### src/rtl/stopwatch_ctrl.sv
// Stopwatch control: input synchronizers, button debouncers, count prescalers and
// the run/pause/adjust state machine. Every output is registered on clk.
module stopwatch_ctrl #(
  parameter int DIV_1HZ   = 100_000_000,
  parameter int DIV_2HZ   = 50_000_000,
  parameter int DB_CYCLES = 1_000_000
) (
  input  logic       clk,
  input  logic       rst,
  input  logic       btn_pause,
  input  logic       btn_clr,
  input  logic       sw_adj,
  input  logic       sw_sel,
  output logic       cnt_en,
  output logic [1:0] cnt_mode,
  output logic       cnt_clr,
  output logic       blink,
  output logic [1:0] state
);

  localparam int P1_W = (DIV_1HZ > 1) ? $clog2(DIV_1HZ) : 1;
  localparam int P2_W = (DIV_2HZ > 1) ? $clog2(DIV_2HZ) : 1;
  localparam int DB_W = (DB_CYCLES > 1) ? $clog2(DB_CYCLES) : 1;
  localparam logic [P1_W-1:0] P1_LAST = P1_W'(DIV_1HZ - 1);
  localparam logic [P2_W-1:0] P2_LAST = P2_W'(DIV_2HZ - 1);
  localparam logic [DB_W-1:0] DB_LAST = DB_W'(DB_CYCLES - 1);

  typedef enum logic [1:0] {
    ST_RUN    = 2'b00,
    ST_PAUSED = 2'b01,
    ST_ADJ    = 2'b10
  } state_t;

  // bit order: [0] pause, [1] clear, [2] adjust, [3] select
  logic [3:0] raw;
  logic [3:0] sync1_reg, sync2_reg;
  logic [1:0] press;

  assign raw = {sw_sel, sw_adj, btn_clr, btn_pause};

  always_ff @(posedge clk or posedge rst) begin
    if (rst) begin
      sync1_reg <= '0;
      sync2_reg <= '0;
    end else begin
      sync1_reg <= raw;
      sync2_reg <= sync1_reg;
    end
  end

  genvar gi;
  generate
    for (gi = 0; gi < 2; gi++) begin : g_db
      logic [DB_W-1:0] cnt_reg;
      logic            level_reg, level_d_reg, press_reg;

      always_ff @(posedge clk or posedge rst) begin
        if (rst) begin
          cnt_reg     <= '0;
          level_reg   <= 1'b0;
          level_d_reg <= 1'b0;
          press_reg   <= 1'b0;
        end else begin
          if (sync2_reg[gi] == level_reg) begin
            cnt_reg <= '0;
          end else if (cnt_reg == DB_LAST) begin
            cnt_reg   <= '0;
            level_reg <= sync2_reg[gi];
          end else begin
            cnt_reg <= cnt_reg + DB_W'(1);
          end
          level_d_reg <= level_reg;
          press_reg   <= level_reg & ~level_d_reg;
        end
      end

      assign press[gi] = press_reg;
    end
  endgenerate

  logic press_pause, press_clr, adj_s, sel_s;
  assign press_pause = press[0];
  assign press_clr   = press[1];
  assign adj_s       = sync2_reg[2];
  assign sel_s       = sync2_reg[3];

  logic [P1_W-1:0] p1_reg;
  logic [P2_W-1:0] p2_reg;
  logic            tick1, tick2;
  state_t          state_reg, state_next;

  assign tick1 = (p1_reg == P1_LAST);
  assign tick2 = (p2_reg == P2_LAST);

  // The 1 Hz phase is frozen outside RUN so a resumed second keeps its fraction.
  always_ff @(posedge clk or posedge rst) begin
    if (rst) begin
      p1_reg <= '0;
      p2_reg <= '0;
    end else begin
      if (press_clr) begin
        p1_reg <= '0;
      end else if (state_reg == ST_RUN) begin
        p1_reg <= tick1 ? '0 : p1_reg + P1_W'(1);
      end
      if (press_clr || state_reg != ST_ADJ) begin
        p2_reg <= '0;
      end else begin
        p2_reg <= tick2 ? '0 : p2_reg + P2_W'(1);
      end
    end
  end

  logic       cnt_en_reg, cnt_en_next;
  logic [1:0] cnt_mode_reg, cnt_mode_next;
  logic       cnt_clr_reg;
  logic       blink_reg, blink_next;

  always_comb begin
    state_next    = state_reg;
    cnt_en_next   = 1'b0;
    cnt_mode_next = 2'b00;
    blink_next    = 1'b0;
    unique case (state_reg)
      ST_RUN: begin
        cnt_en_next = tick1;
        if (adj_s) state_next = ST_ADJ;
        else if (press_pause) state_next = ST_PAUSED;
      end
      ST_PAUSED: begin
        if (adj_s) state_next = ST_ADJ;
        else if (press_pause) state_next = ST_RUN;
      end
      ST_ADJ: begin
        cnt_en_next   = tick2;
        cnt_mode_next = sel_s ? 2'b10 : 2'b01;
        blink_next    = blink_reg ^ tick2;
        if (!adj_s) state_next = ST_RUN;
      end
      default: state_next = ST_RUN;
    endcase
    // a clear owns its output cycle so the counter never sees clear and increment together
    if (press_clr) cnt_en_next = 1'b0;
  end

  always_ff @(posedge clk or posedge rst) begin
    if (rst) begin
      state_reg    <= ST_RUN;
      cnt_en_reg   <= 1'b0;
      cnt_mode_reg <= 2'b00;
      cnt_clr_reg  <= 1'b0;
      blink_reg    <= 1'b0;
    end else begin
      state_reg    <= state_next;
      cnt_en_reg   <= cnt_en_next;
      cnt_mode_reg <= cnt_mode_next;
      cnt_clr_reg  <= press_clr;
      blink_reg    <= blink_next;
    end
  end

  assign cnt_en   = cnt_en_reg;
  assign cnt_mode = cnt_mode_reg;
  assign cnt_clr  = cnt_clr_reg;
  assign blink    = blink_reg;
  assign state    = state_reg;

endmodule

### config.mk
export PLATFORM = sky130hd
export DESIGN_NAME = stopwatch_ctrl
export DESIGN_NICKNAME = d
export VERILOG_FILES = /design/src/rtl/stopwatch_ctrl.sv
export SDC_FILE = /design/constraint.sdc
export NUM_CORES = 1
export LEC_CHECK = 0
export ABC_CLOCK_PERIOD_IN_PS = 6900
export CORE_UTILIZATION = 66
export CTS_CLUSTER_DIAMETER = 60
export CTS_CLUSTER_SIZE = 10
export DETAILED_ROUTE_END_ITERATION = 8
export PLACE_DENSITY = 0.92
export RECOVER_POWER = 25
export SYNTH_ARGS = -nofsm -noshare
export SYNTH_HDL_FRONTEND = slang
export SYNTH_SLANG_ARGS = --single-unit
### constraint.sdc
create_clock -name clk -period 6.9 [get_ports clk]
set_input_delay 2.07 -clock clk [delete_from_list [all_inputs] [get_ports clk]]
set_output_delay 2.07 -clock clk [all_outputs]
set_load 0.005 [all_outputs]
**After elaboration in Yosys (flattened, before gate mapping)**

Index checks and enable logic that the tools add are counted.

- $add $sub $neg: 4
- Eq/ne operators: 12
- Mux-type cells: 20
- Bitwise operators: 7
- Reductions and logical operators: 6

Operators by type and width:

| kind | count |
|---|---|
| 2-to-1 mux 27 bit | 3 |
| 2-to-1 mux 20 bit | 4 |
| 2-to-1 mux 26 bit | 2 |
| adder 20 x 1 -> 20 bit, second input constant | 2 |
| == test 20 bit, second input constant | 2 |
| adder 27 x 1 -> 27 bit, second input constant | 1 |
| == test 27 bit, second input constant | 1 |
| adder 26 x 1 -> 26 bit, second input constant | 1 |
| == test 26 bit, second input constant | 1 |
| 2-to-1 mux 2 bit | 7 |
| inequality test 3 bit, second input constant | 2 |
| one-hot mux 2 bit (3 select lines) | 1 |
| inequality test 2 bit, second input constant | 2 |
| NOT 1 bit | 4 |
| AND reduction 2 bit | 2 |
| AND reduction 3 bit | 1 |
| AND 1 bit | 2 |
| == test 1 bit | 2 |
| == test 2 x 1 -> 1 bit, second input constant | 1 |
| == test 2 bit, second input constant | 1 |
| logical NOT 2 bit | 1 |
| 2-to-1 mux 1 bit | 2 |
| one-hot mux 1 bit (2 select lines) | 1 |
| nonzero test 2 bit | 1 |
| 2 further kinds | 2 |

- Register bits after elaboration: 114
- Bits of input ports: 6
- Output and inout bits: 7
- Logic and storage cells: 66

**Longest topological paths before layout**

- Word-level depth: 4
- Mapped depth: 9
- Depth with buffers taken out: 6

**Least setup slack after synthesis**

Ideal clock, no wire load.

- Path type: register to output
- Start point: register state_reg[0] (netlist: state[0])
- End point: output state[0]
- Data arrival time: 419 ps
- Data required time: 4,830 ps
- Setup slack: 4,411 ps
- Cell stages (with the launch flop): 1
- Path buffers: 0
- Path through: dfrtp_1

RTL lines:

| element | line | text |
|---|---|---|
| from (decl) | 90 | `state_t state_reg, state_next;` |
| from (signal assigned) | 154 | `state_reg <= state_next;` |
| to (decl) | 18 | `output logic [1:0] state` |

No word-level cell between the ends.

**Worst setup path in the final report**

- Start point: register state_reg[0] (netlist: state[0])
- End point: output state[0]

No word-level cell between the ends.

==> impl_metrics.toml <==
[drt]
wirelength_um = 11500
ant_nets = 0
route.met3.wl_um = 517
routed_via_density = 6.02
first_pass_iters = 5
vias = 4053
first_iter_violations = 288
wl_per_cell_um = 17.0
wl_met1_um = 4770
drc = 0
dr_wl_met2_um = 5880
top_layer_used = "met4"

[power_and_ir_drop]
cellLeakagePower_nw = 2.62
peakVddDrop_v = 0.000246
pwr_density_cell_nw_per_um2 = 279

[grt]
grt_usage_pct = 30.0
antenna_found_initial = 0
overflow = 0
grt_pass1_wl_um = 19500
grt_pass1_vias = 4086
grt_max_degree = 76

[timing]
setup-violations-final = 0
timing.fmax_ghz = 0.276
slew_viol_final = 0
fin_crit_sh_pct = 52.4
rsz0062_at_grt = "no"
tightest_slew_ns = 0.909
min_period_ns = 3.62
relSlewSlack_pct = 38.9
finalSetupTns_ns = 0
hold_violations = 0
finalClockSkew_ns = 0.00613

[floorplan]
die-height_um = 92.0
die_w_um = 92.0
rows = 32
initial_core_util_pct = 68.8
die_area_um2 = 8460
core_um2 = 7770
io_pins = 13

[final_layout]
diodes = 0
fin_nets = 568
fillers = 439
largest_register_ffs = 40
syn2layout_area_growth_pct = 14.7
most-common-layout-cells = "dfrtp_1, nor2_1, xnor2_1"
drive_gt1_share_pct = 7.71
fin_area_um2 = 6130
final_common_cell = "dfrtp_1"

[cts]
cts_hold_buf = 0
cts_root_buffer = "clkbuf_8"
htreeDepth = 4
ctsResizeCount = 0
clock_path_buffers = 2
cts.sinks = 114
clock_latency_ns = 0.52
numCtsBuffers = 17
clk_pin_slew_ns = 0.06
postCtsSetupRepairBufs = 0
cts_tree = "yes"

[yosys]
synth_nets = 551
avgSynthCellArea_um2 = 9.88
synth.distinct_cells = 42
ys_seq_area_share_pct = 53.4
syn_inst = 541
synth_edf_count = 0
syn_area_um2 = 5340
yosys_warnings = 0
synth_ff_type = "dfrtp_1"
synthArstFlopShare_pct = 100
ys_ff_latch = 114

[placed_design]
place.gp.congestion = 0.791
hpwlAfterDp_um = 6680
dpl_cell_area_um2 = 5520
port_buffers = 12

[critical_path]
worstPathRequired_ns = 4.83
startpoint_type = "flip-flop"
cpMaxStageDelayCell = "clkdlybuf4s50_1"
crit_family = "buffers and inverters"
max_stage_delay_ns = 0.55
crit_start = "state[0]$_DFFE_PP0P_"
critPathKind = "flip-flop to output pin"
reg2reg_from = "g_db[0].cnt_reg[0]$_DFF_PP0_"
arrival_ns = 1.55
endpoint_kind = "output pin"
worst-path-buf-inv = 1
crit_chain = "clkdlybuf4s50_1"
worstPathMaxFanout = 8

[status]
status = "complete, no violations"

[worst_hold_path]
min_from = "sync1_reg[3]$_DFF_PP0_"
hp-class = "flip-flop to flip-flop"

[job]
max_cap_violations = 0
==> worst reg2reg max path, stage by stage, from the launching register on <==
cell      delay [ns]
dfrtp_1         0.40
ha_1            0.24
nand4_1         0.18
or2_2           0.35
nor4_1          0.48
nand2b_1        0.67
nor2_1          0.15
==> final cells by class <==
cell class	instances	area, um^2	area share [%]
repair buffers	13	128	2.08
multi-input cells	392	2330	38.0
inverters	20	77.6	1.27
clock buffers	19	432	7.05
clock inverters	13	184	3.00
flip-flops and latches	114	2850	46.6
well taps	102	128	2.08
==> power by group <==
part | switching [W] | internal (W)
clock network | 0.000313 | 0.000595
logic | 0.0000465 | 0.0000273
registers | 0.0000309 | 0.000694
==> through the flow <==
step           setup slack (ns)  std cells  utilization, %  hold WS [ns]  total power, W
6_report                   3.28        673            78.9         0.358         0.00171
5_1_grt                    3.21        673            78.9         0.363         0.00176
4_1_cts                    3.27        673            79.0         0.358         0.00172
3_5_place_dp               3.15        641            71.0         0.345        0.000807
3_3_place_gp               3.19        641            71.0         0.335        0.000798
2_1_floorplan              1.81        541               -         0.331        0.000783
==> cell usage after synthesis (2+ instances only) <==
| cell type | count | area share (%) |
|---|---|---|
| nor2_1 | 110 | 7.7 |
| nand2_1 | 40 | 2.8 |
| and2_1 | 5 | 0.59 |
| or3_1 | 4 | 0.47 |
| ha_1 | 4 | 0.94 |
| nand4b_1 | 2 | 0.33 |
| xor2_1 | 36 | 5.9 |
| inv_1 | 20 | 1.4 |
| dfrtp_1 | 114 | 53 |
| a21oi_1 | 5 | 0.47 |
| and4_1 | 8 | 1.3 |
| nand2b_1 | 4 | 0.47 |
| or2_2 | 2 | 0.23 |
| nand3_1 | 31 | 2.9 |
| nor3_1 | 26 | 2.4 |
| nor4_1 | 15 | 1.8 |
| nor2b_1 | 2 | 0.23 |
| a31oi_1 | 2 | 0.23 |
| nand4_1 | 18 | 2.1 |
| and3_1 | 8 | 0.94 |
| xnor2_1 | 49 | 8.0 |
| nor4bb_1 | 2 | 0.37 |
| nand4_2 | 2 | 0.47 |
| clkbuf_1 | 8 | 0.56 |
| mux2_2 | 3 | 0.63 |
| buf_2 | 4 | 0.37 |
| and3_2 | 2 | 0.28 |
==> final timing paths <==
path                                                       to  slack (ns)  cells after the start
worst max-delay path                                 state[0]        3.28                      1
worst min-delay path                   sync2_reg[3]$_DFF_PP0_        0.36                      0
worst max register to register  g_db[0].cnt_reg[15]$_DFF_PP0_        4.29                      6
worst min register to register         sync2_reg[3]$_DFF_PP0_        0.36                      0
max in group asynchronous                p2_reg[22]$_DFF_PP0_        3.74                      3
min in group asynchronous              sync1_reg[1]$_DFF_PP0_        2.11                      2
==> cells by family (layout without fill, tap and decap cells) <==
kind of cell	count (synthesis)	in the layout	synth area share, %
XOR/XNOR	85	85	13.9
AND/OR/NAND/NOR	288	288	26.7
multiplexers	3	3	0.632
AO/OA/AOI/OAI	12	12	1.50
flip-flops	114	114	53.4
buffers and inverters	35	65	2.95
adder cells (fa/ha/maj)	4	4	0.937
==> layer usage <==
metal | GRT usage [%] | vias up
met4 | 13.7 | 0
met2 | 50.2 | 146
met1 | 36.9 | 2013
met5 | 0 | -
li1 | - | 1860
met3 | 7.46 | 34
Power figures use the tool's default switching activity.
